`src/rtl/seq_multiplier_16bit_if.sv`:
```
// Start/busy/done handshake and operand/product bus between the ALU control unit
// (master) and the sequential multiplier (slave).
interface seq_multiplier_16bit_if #(
  parameter int unsigned WIDTH = 16
);
  logic                   start;
  logic [WIDTH-1:0]       multiplicand;
  logic [WIDTH-1:0]       multiplier;
  logic                   busy;
  logic                   done;
  logic [2*WIDTH-1:0]     product;

  modport master (
    output start, multiplicand, multiplier,
    input  busy, done, product
  );

  modport slave (
    input  start, multiplicand, multiplier,
    output busy, done, product
  );
endinterface

```
`src/rtl/seq_multiplier_16bit.sv`:
```
// Sequential shift-add multiplier wrapped around an external combinational WIDTH-bit adder.
// One partial product per clock; WIDTH RUN cycles per operation; product held until next start.
// Optional macro SEQ_MULT_SIGNED_EN: two's-complement operands, magnitudes multiplied, then a
// one-cycle NEG state negates the product when the operand signs differ.
module seq_multiplier_16bit #(
  parameter int unsigned WIDTH = 16
) (
  input  logic                   clk,
  input  logic                   reset,
  seq_multiplier_16bit_if.slave  bus,
  output logic [WIDTH-1:0]       add_a,
  output logic [WIDTH-1:0]       add_b,
  output logic                   add_cin,
  input  logic [WIDTH-1:0]       add_sum,
  input  logic                   add_cout
);

  localparam int unsigned CntW  = $clog2(WIDTH);
  localparam int unsigned ProdW = 2 * WIDTH;
  localparam logic [CntW-1:0] LastCnt = CntW'(WIDTH - 1);

  typedef enum logic [1:0] {
    StIdle,
    StRun,
`ifdef SEQ_MULT_SIGNED_EN
    StNeg,
`endif
    StDone
  } state_e;

  state_e           state_q, state_d;
  logic [WIDTH-1:0] mcand_q, mcand_d;
  logic [WIDTH-1:0] hi_q, hi_d;
  logic [WIDTH-1:0] lo_q, lo_d;
  logic [CntW-1:0]  count_q, count_d;
  logic             busy_q, busy_d;
  logic             done_q, done_d;
  logic [ProdW:0]   shifted;
  logic [WIDTH-1:0] load_a, load_b;
`ifdef SEQ_MULT_SIGNED_EN
  logic             sign_q, sign_d;
`endif

  // Operand values latched on an accepted start (magnitudes in the signed build).
  always_comb begin
`ifdef SEQ_MULT_SIGNED_EN
    load_a = bus.multiplicand[WIDTH-1] ? (~bus.multiplicand + WIDTH'(1)) : bus.multiplicand;
    load_b = bus.multiplier[WIDTH-1]   ? (~bus.multiplier + WIDTH'(1))   : bus.multiplier;
`else
    load_a = bus.multiplicand;
    load_b = bus.multiplier;
`endif
  end

  // Next-state and datapath: adder carry-out becomes the new MSB before the right shift.
  always_comb begin
    state_d = state_q;
    mcand_d = mcand_q;
    hi_d    = hi_q;
    lo_d    = lo_q;
    count_d = count_q;
`ifdef SEQ_MULT_SIGNED_EN
    sign_d  = sign_q;
`endif
    shifted = {add_cout, add_sum, lo_q};
    unique case (state_q)
      StIdle, StDone: begin
        if (bus.start) begin
          mcand_d = load_a;
          hi_d    = '0;
          lo_d    = load_b;
          count_d = '0;
`ifdef SEQ_MULT_SIGNED_EN
          sign_d  = bus.multiplicand[WIDTH-1] ^ bus.multiplier[WIDTH-1];
`endif
          state_d = StRun;
        end else begin
          state_d = StIdle;
        end
      end
      StRun: begin
        {hi_d, lo_d} = shifted[ProdW:1];
        count_d      = count_q + CntW'(1);
        if (count_q == LastCnt) begin
`ifdef SEQ_MULT_SIGNED_EN
          state_d = sign_q ? StNeg : StDone;
`else
          state_d = StDone;
`endif
        end
      end
`ifdef SEQ_MULT_SIGNED_EN
      StNeg: begin
        {hi_d, lo_d} = ~{hi_q, lo_q} + ProdW'(1);
        state_d      = StDone;
      end
`endif
      default: state_d = StIdle;
    endcase
`ifdef SEQ_MULT_SIGNED_EN
    busy_d = (state_d == StRun) || (state_d == StNeg);
`else
    busy_d = (state_d == StRun);
`endif
    done_d = (state_d == StDone);
  end

  // State register; synchronous reset wins over start and aborts any operation.
  always_ff @(posedge clk) begin
    if (reset) begin
      state_q <= StIdle;
      mcand_q <= '0;
      hi_q    <= '0;
      lo_q    <= '0;
      count_q <= '0;
      busy_q  <= 1'b0;
      done_q  <= 1'b0;
`ifdef SEQ_MULT_SIGNED_EN
      sign_q  <= 1'b0;
`endif
    end else begin
      state_q <= state_d;
      mcand_q <= mcand_d;
      hi_q    <= hi_d;
      lo_q    <= lo_d;
      count_q <= count_d;
      busy_q  <= busy_d;
      done_q  <= done_d;
`ifdef SEQ_MULT_SIGNED_EN
      sign_q  <= sign_d;
`endif
    end
  end

  // Adder operands are only driven while accumulating; zero otherwise.
  always_comb begin
    add_a       = (state_q == StRun) ? hi_q : '0;
    add_b       = ((state_q == StRun) && lo_q[0]) ? mcand_q : '0;
    add_cin     = 1'b0;
    bus.busy    = busy_q;
    bus.done    = done_q;
    bus.product = {hi_q, lo_q};
  end

endmodule

```
`src/flat_wrapper.sv`:
```
// flat-port wrapper written by rule: the top's interface ports become plain ports
module seq_multiplier_16bit_flat 
#(
  parameter int unsigned WIDTH = 16
)
  (clk, reset, add_a, add_b, add_cin, add_sum, add_cout, bus_start, bus_multiplicand, bus_multiplier, bus_busy, bus_done, bus_product);
  seq_multiplier_16bit_if #(.WIDTH(WIDTH)) bus_i ();
  input  logic clk;
  input  logic reset;
  output logic [WIDTH-1:0] add_a;
  output logic [WIDTH-1:0] add_b;
  output logic add_cin;
  input  logic [WIDTH-1:0] add_sum;
  input  logic add_cout;
  input wire logic [$bits(bus_i.start)-1:0] bus_start;
  input wire logic [$bits(bus_i.multiplicand)-1:0] bus_multiplicand;
  input wire logic [$bits(bus_i.multiplier)-1:0] bus_multiplier;
  output wire logic [$bits(bus_i.busy)-1:0] bus_busy;
  output wire logic [$bits(bus_i.done)-1:0] bus_done;
  output wire logic [$bits(bus_i.product)-1:0] bus_product;
  assign bus_i.start = bus_start;
  assign bus_i.multiplicand = bus_multiplicand;
  assign bus_i.multiplier = bus_multiplier;
  assign bus_busy = bus_i.busy;
  assign bus_done = bus_i.done;
  assign bus_product = bus_i.product;
  seq_multiplier_16bit #(.WIDTH(WIDTH)) u_core (.clk(clk), .reset(reset), .bus(bus_i), .add_a(add_a), .add_b(add_b), .add_cin(add_cin), .add_sum(add_sum), .add_cout(add_cout));
endmodule
```
`config.mk`:
```
export PLATFORM = sky130hd
export DESIGN_NAME = seq_multiplier_16bit_flat
export DESIGN_NICKNAME = d
export VERILOG_FILES = /design/src/rtl/seq_multiplier_16bit_if.sv /design/src/rtl/seq_multiplier_16bit.sv /design/src/flat_wrapper.sv
export SDC_FILE = /design/constraint.sdc
export NUM_CORES = 1
export LEC_CHECK = 0
export ABC_CLOCK_PERIOD_IN_PS = 4000
export CAP_MARGIN = 20
export CORE_ASPECT_RATIO = 1.2
export CORE_UTILIZATION = 25
export CTS_BUF_LIST = sky130_fd_sc_hd__clkbuf_16
export CTS_CLUSTER_DIAMETER = 40
export DETAILED_ROUTE_END_ITERATION = 16
export GPL_ROUTABILITY_DRIVEN = 0
export GPL_TIMING_DRIVEN = 0
export MAX_ROUTING_LAYER = met4
export PLACE_DENSITY_LB_ADDON = 0.08
export REMOVE_ABC_BUFFERS = 1
export SYNTH_ARGS = -nofsm -noshare
export SYNTH_HDL_FRONTEND = slang
export SYNTH_SLANG_ARGS = --single-unit
```
`constraint.sdc`:
```
create_clock -name clk -period 4 [get_ports clk]
set_input_delay 1 -clock clk [delete_from_list [all_inputs] [get_ports clk]]
set_output_delay 1 -clock clk [all_outputs]
set_load 0.1 [all_outputs]
```
Word-level counts from Yosys, hierarchy flattened. Index checks and enable logic that the tools add are counted. W data, S select, Z words.

Bits in registers: 56. Output and inout bits: 67. Input port bits: 52.

Add/subtract/negate cells: 1. Equality and inequality tests: 6. Reduce and logical (&&, ||, !) cells: 6. Mux-type cells: 11.

Operators by type and width (count): $mux W16 (4); $pmux W16 S2 (2); $pmux W4 S2 (1); $add A4 B1 Y4 const B (1); $eq A2 B1 Y1 const B (2); $eq A2 B2 Y1 const B (2); $eq A4 B4 Y1 const B (1); $mux W4 (1); $pmux W2 S2 (1); $reduce_and A2 Y1 (2); $logic_not A2 Y1 (1); $mux W2 (1); $ne A2 B2 Y1 const B (1); $reduce_bool A2 Y1 (1); $reduce_or A2 Y1 (1); $logic_and A1 B1 Y1 (1); $mux W1 (1).

Depth between registers and ports, before layout.
Depth in word-level cells: 4. Mapped depth: 5. Mapped depth without buffers: 4.

Worst setup path after synthesis. OpenSTA, ideal clock, no wires.

Path type: register to output. From: register u_core.lo_q[0]. To: output port add_b[10]. Cell stages (with the launch flop): 3. Buffers on the path: 1. Required time: 3.000 ns. Setup slack: 0.913 ns. Arrival: 2.087 ns. Cell sequence: dfxtp_1 -> clkbuf_1 -> and3_1.

Cells in the longest elaborated chain, start to end: 2.

Ends and longest elaborated chain: from (decl) (RTL line seq_multiplier_16bit.sv:34) `logic [WIDTH-1:0] lo_q, lo_d;`; from (signal assigned) (RTL line seq_multiplier_16bit.sv:125) `lo_q <= lo_d;`; $logic_and A1 B1 Y1 (RTL line seq_multiplier_16bit.sv:138) `add_b = ((state_q == StRun) && lo_q[0]) ? mcand_q : '0;`; $mux W16 (RTL line seq_multiplier_16bit.sv:138); to (decl) (RTL line flat_wrapper.sv:11) `output logic [WIDTH-1:0] add_b;`.

Every way passes these cells.

Final worst setup path.
From: register u_core.state_q[0]. To: output port add_b[13].

Cells in the longest elaborated chain, start to end: 3.

Ends and longest elaborated chain: from (decl) (RTL line seq_multiplier_16bit.sv:31) `state_e state_q, state_d;`; from (signal assigned) (RTL line seq_multiplier_16bit.sv:111) `state_q <= StIdle;`; from (signal assigned) (RTL line seq_multiplier_16bit.sv:122) `state_q <= state_d;`; $eq A2 B1 Y1 (RTL line seq_multiplier_16bit.sv:138); $logic_and A1 B1 Y1 (RTL line seq_multiplier_16bit.sv:138); $mux W16 (RTL line seq_multiplier_16bit.sv:138).

Every way passes these cells.

==> run metrics <==
Critical Path Start Type=register; number of buffers inserted by port buffering=117; first-pass GRT wire length=around 9.9 mm; number of DRC markers after the initial detailed-route iteration=89; number of buffers between clock root and the deepest sink=2; Fmax achieved=0.259 GHz; Detailed Route WL=6.37 mm; number of slew-limit violations in the final report=0; CTS root buf=sky130_fd_sc_hd__clkbuf_16; hold-fix buffers at CTS=0; fin crit share=96.3%; number of remaining DRC errors=0; cell count of the worst hold path=2; type of the setup path with the least slack=register to output port; max-slew headroom at the worst pin=33.1%; critical-path maximum fanout=28; clock transition at the register clock pins on the worst setup and hold paths after CTS=about 0.070 ns; type of the worst min-delay path=register to register; DR vias=2123; full die area=9360 um2; Clock Skew=0.00559 ns; I/O pin count=119; Via density=4.53; maximum single-stage delay on the critical path=1.13 ns; Crit Reg-Reg Endpoint=u_core.hi_q[7]; synthesized instance count=250; leakage power summed over all cells=between 1 and 1.5 nW; number of detailed-routing iterations run before antenna repair=4; setup slack after layout=roughly 0.15 ns; global-route total usage across every layer=13.9%; sinks on the clock net=56; proportion of synthesized chip area in sequential cells=49.9%; shortest period the worst path allows=a little under 4 ns; worst supply voltage drop on vdd=194 uV; number of cells on the worst reg-to-reg path=3; source of the worst register-to-register timing path=u_core.state_q[0]; Horiz. Die Dim=a little under 90 um; total of max-cap violations=0; cell with the largest stage delay on the worst path=sky130_fd_sc_hd__clkdlybuf4s50_1; post-CTS sizing=0; cell breakdown of the critical path=nor2b_4 -> buf_16 -> and3_1 -> clkdlybuf4s50_1; Nets=404; start point of the worst hold path=u_core.mcand_q[11]; Antenna diodes=0; total global routing overflow=0; clock tree from TritonCTS=yes; Std-Cell Rows=37; number of buffers created by CTS=5; Layout fillers=909; endpoint of the worst hold path=u_core.mcand_q[11]; total negative slack=0 ns; layout cells sized above 1=under 10%; clock latency of the later-clocked register in the worst-skew pair=0.29 ns; synthesis warning total=0; starting density of the core=around a quarter; final hold viol count=0; post-synthesis instance area=2240 um2; Die Span Y=106 um; initial antenna violation count=0; Least-Margin Pin Slew=1.00 ns; Area Overhead vs Synth=61.8%; count of cell types in the netlist=24; Setup Slack @ Placement=0.416 ns; run status=completed; sum of net half-perimeters after detailed placement=4.23 mm; endpoint class of the critical path=output port; data required time at the worst endpoint=3.00 ns; Yosys reg bits=56; routed len/inst=between 10 and 15 um; via count of the first global-routing pass=about 2000; Setup Fix Bufs, Post-CTS=0; post-layout instance count excluding filler cells=469; Reg2Reg Setup Slack=1.98 ns; Power Dens Cells=394 nW/um2; htree depth=2; unrepaired setup endpoints after global routing=no; average instance area after synthesis=8.98 um2; final antenna-violating net count=0; instance count after placement with tap cells included=461; total of endpoints with negative setup slack in the final report=0; maximum number of pins on one net before global-route repair=43; arrival time at the worst endpoint=2.85 ns; area of the core=8660 um2
==> state kept, by name, indices dropped and copies added, names as in the netlist <==
register	cells
u_core.state_q	2
u_core.count_q	4
u_core.lo_q	16
u_core.bus.busy	1
u_core.mcand_q	16
u_core.bus.done	1
u_core.hi_q	16
==> placed cells by master (no fill, tap or decap) <==
| cell | count |
|---|---|
| sky130_fd_sc_hd__nor2_2 | 1 |
| sky130_fd_sc_hd__and3_1 | 16 |
| sky130_fd_sc_hd__nand2b_1 | 3 |
| sky130_fd_sc_hd__nor3_4 | 1 |
| sky130_fd_sc_hd__nand4_1 | 1 |
| sky130_fd_sc_hd__clkinv_1 | 1 |
| sky130_fd_sc_hd__ha_1 | 1 |
| sky130_fd_sc_hd__nand2_1 | 32 |
| sky130_fd_sc_hd__conb_1 | 1 |
| sky130_fd_sc_hd__clkinv_2 | 2 |
| sky130_fd_sc_hd__clkbuf_16 | 5 |
| sky130_fd_sc_hd__nor3_1 | 2 |
| sky130_fd_sc_hd__nor2b_4 | 2 |
| sky130_fd_sc_hd__and2_1 | 16 |
| sky130_fd_sc_hd__mux2_1 | 2 |
| sky130_fd_sc_hd__nand3_1 | 18 |
| sky130_fd_sc_hd__a22oi_1 | 16 |
| sky130_fd_sc_hd__buf_2 | 1 |
| sky130_fd_sc_hd__nor2_1 | 3 |
| sky130_fd_sc_hd__clkdlybuf4s50_1 | 116 |
| sky130_fd_sc_hd__dfxtp_1 | 56 |
| sky130_fd_sc_hd__nor3b_1 | 1 |
| sky130_fd_sc_hd__a22o_1 | 17 |
| sky130_fd_sc_hd__a211oi_1 | 1 |
| sky130_fd_sc_hd__buf_16 | 2 |
| sky130_fd_sc_hd__a21oi_1 | 35 |
==> critical path: cells and delay by family (launching register included) <==
| kind | cells | cell delay [ns] |
|---|---|---|
| buf+inv | 2 | 1.37 |
| flops | 1 | 0.41 |
| simple gates | 2 | 0.78 |
==> per-stage QoR <==
step	total power, mW	util (%)	hold WS, ns	area (um2)
floorplan	0.879	-	0.426	2110
global placement	1.02	39.6	0.438	3430
detailed placement	1.03	40.4	0.442	3490
CTS	1.46	42.0	0.453	3630
global route	1.50	42.0	0.476	3630
finish	1.43	42.0	0.450	3630
==> cell usage after synthesis (all sizes together) <==
| master | number | area [um2] |
|---|---|---|
| ha | 1 | 12.5 |
| nor3b | 1 | 7.51 |
| and2 | 16 | 100 |
| nand4 | 1 | 6.26 |
| mux2 | 2 | 22.5 |
| a22oi | 16 | 120 |
| a211oi | 1 | 7.51 |
| nand2b | 3 | 18.8 |
| conb | 1 | 3.75 |
| and3 | 16 | 100 |
| a21oi | 35 | 175 |
| buf | 18 | 108 |
| nand2 | 32 | 120 |
| a22o | 17 | 149 |
| clkbuf | 7 | 26.3 |
| dfxtp | 56 | 1120 |
| nor2 | 4 | 17.5 |
| nor3 | 3 | 26.3 |
| nand3 | 18 | 90.1 |
| nor2b | 2 | 12.5 |
==> power by group <==
group          leakage, nW  internal (mW)  total, mW  switching (mW)
Combinational        0.843          0.123      0.396           0.273
Clock               0.0710          0.228      0.423           0.194
Sequential           0.459          0.590      0.614          0.0238
==> worst max path at each step <==
stage / start / to / slack, ns / cells past startpoint
2_1_floorplan: u_core.state_q[0] / add_b[0] / 0.20 / 2
3_3_place_gp: u_core.state_q[0] / add_b[3] / -1.61 / 3
3_5_place_dp: u_core.state_q[0] / add_b[13] / 0.42 / 4
4_1_cts: u_core.state_q[0] / add_b[12] / 0.1 / 4
5_1_grt: u_core.state_q[0] / add_b[10] / 0.02 / 4
6_report: u_core.state_q[0] / add_b[13] / 0.15 / 4
==> per-layer routing <==
metal	up-vias	global-route usage (%)	share of wire [%]
li1	1078	-	-
met1	949	16.5	45
met2	92	22.9	46
met3	4	4.23	8.6
met4	0	3.11	0.69
met5	-	-	0
==> cell type report <==
cell class                 count  area [um2]  share of cell area, %
timing repair buffer         119        1220                   33.6
sequential                    56        1120                   30.9
multi-input combinational    169        1000                   27.7
tap                          117         146                   4.03
clock buffer                   5         125                   3.44
clock inverter                 3        13.8                  0.379
==> cell families after synthesis <==
family / count (synthesis) / synth area share, %
simple gates: 96 / 22.2
compound gates: 69 / 20.1
other cells: 1 / 0.167
fa+ha+maj: 1 / 0.557
flops: 56 / 49.9
mux: 2 / 1.00
buf+inv: 25 / 5.96
Note: power is estimated with default switching activity, not from simulation.
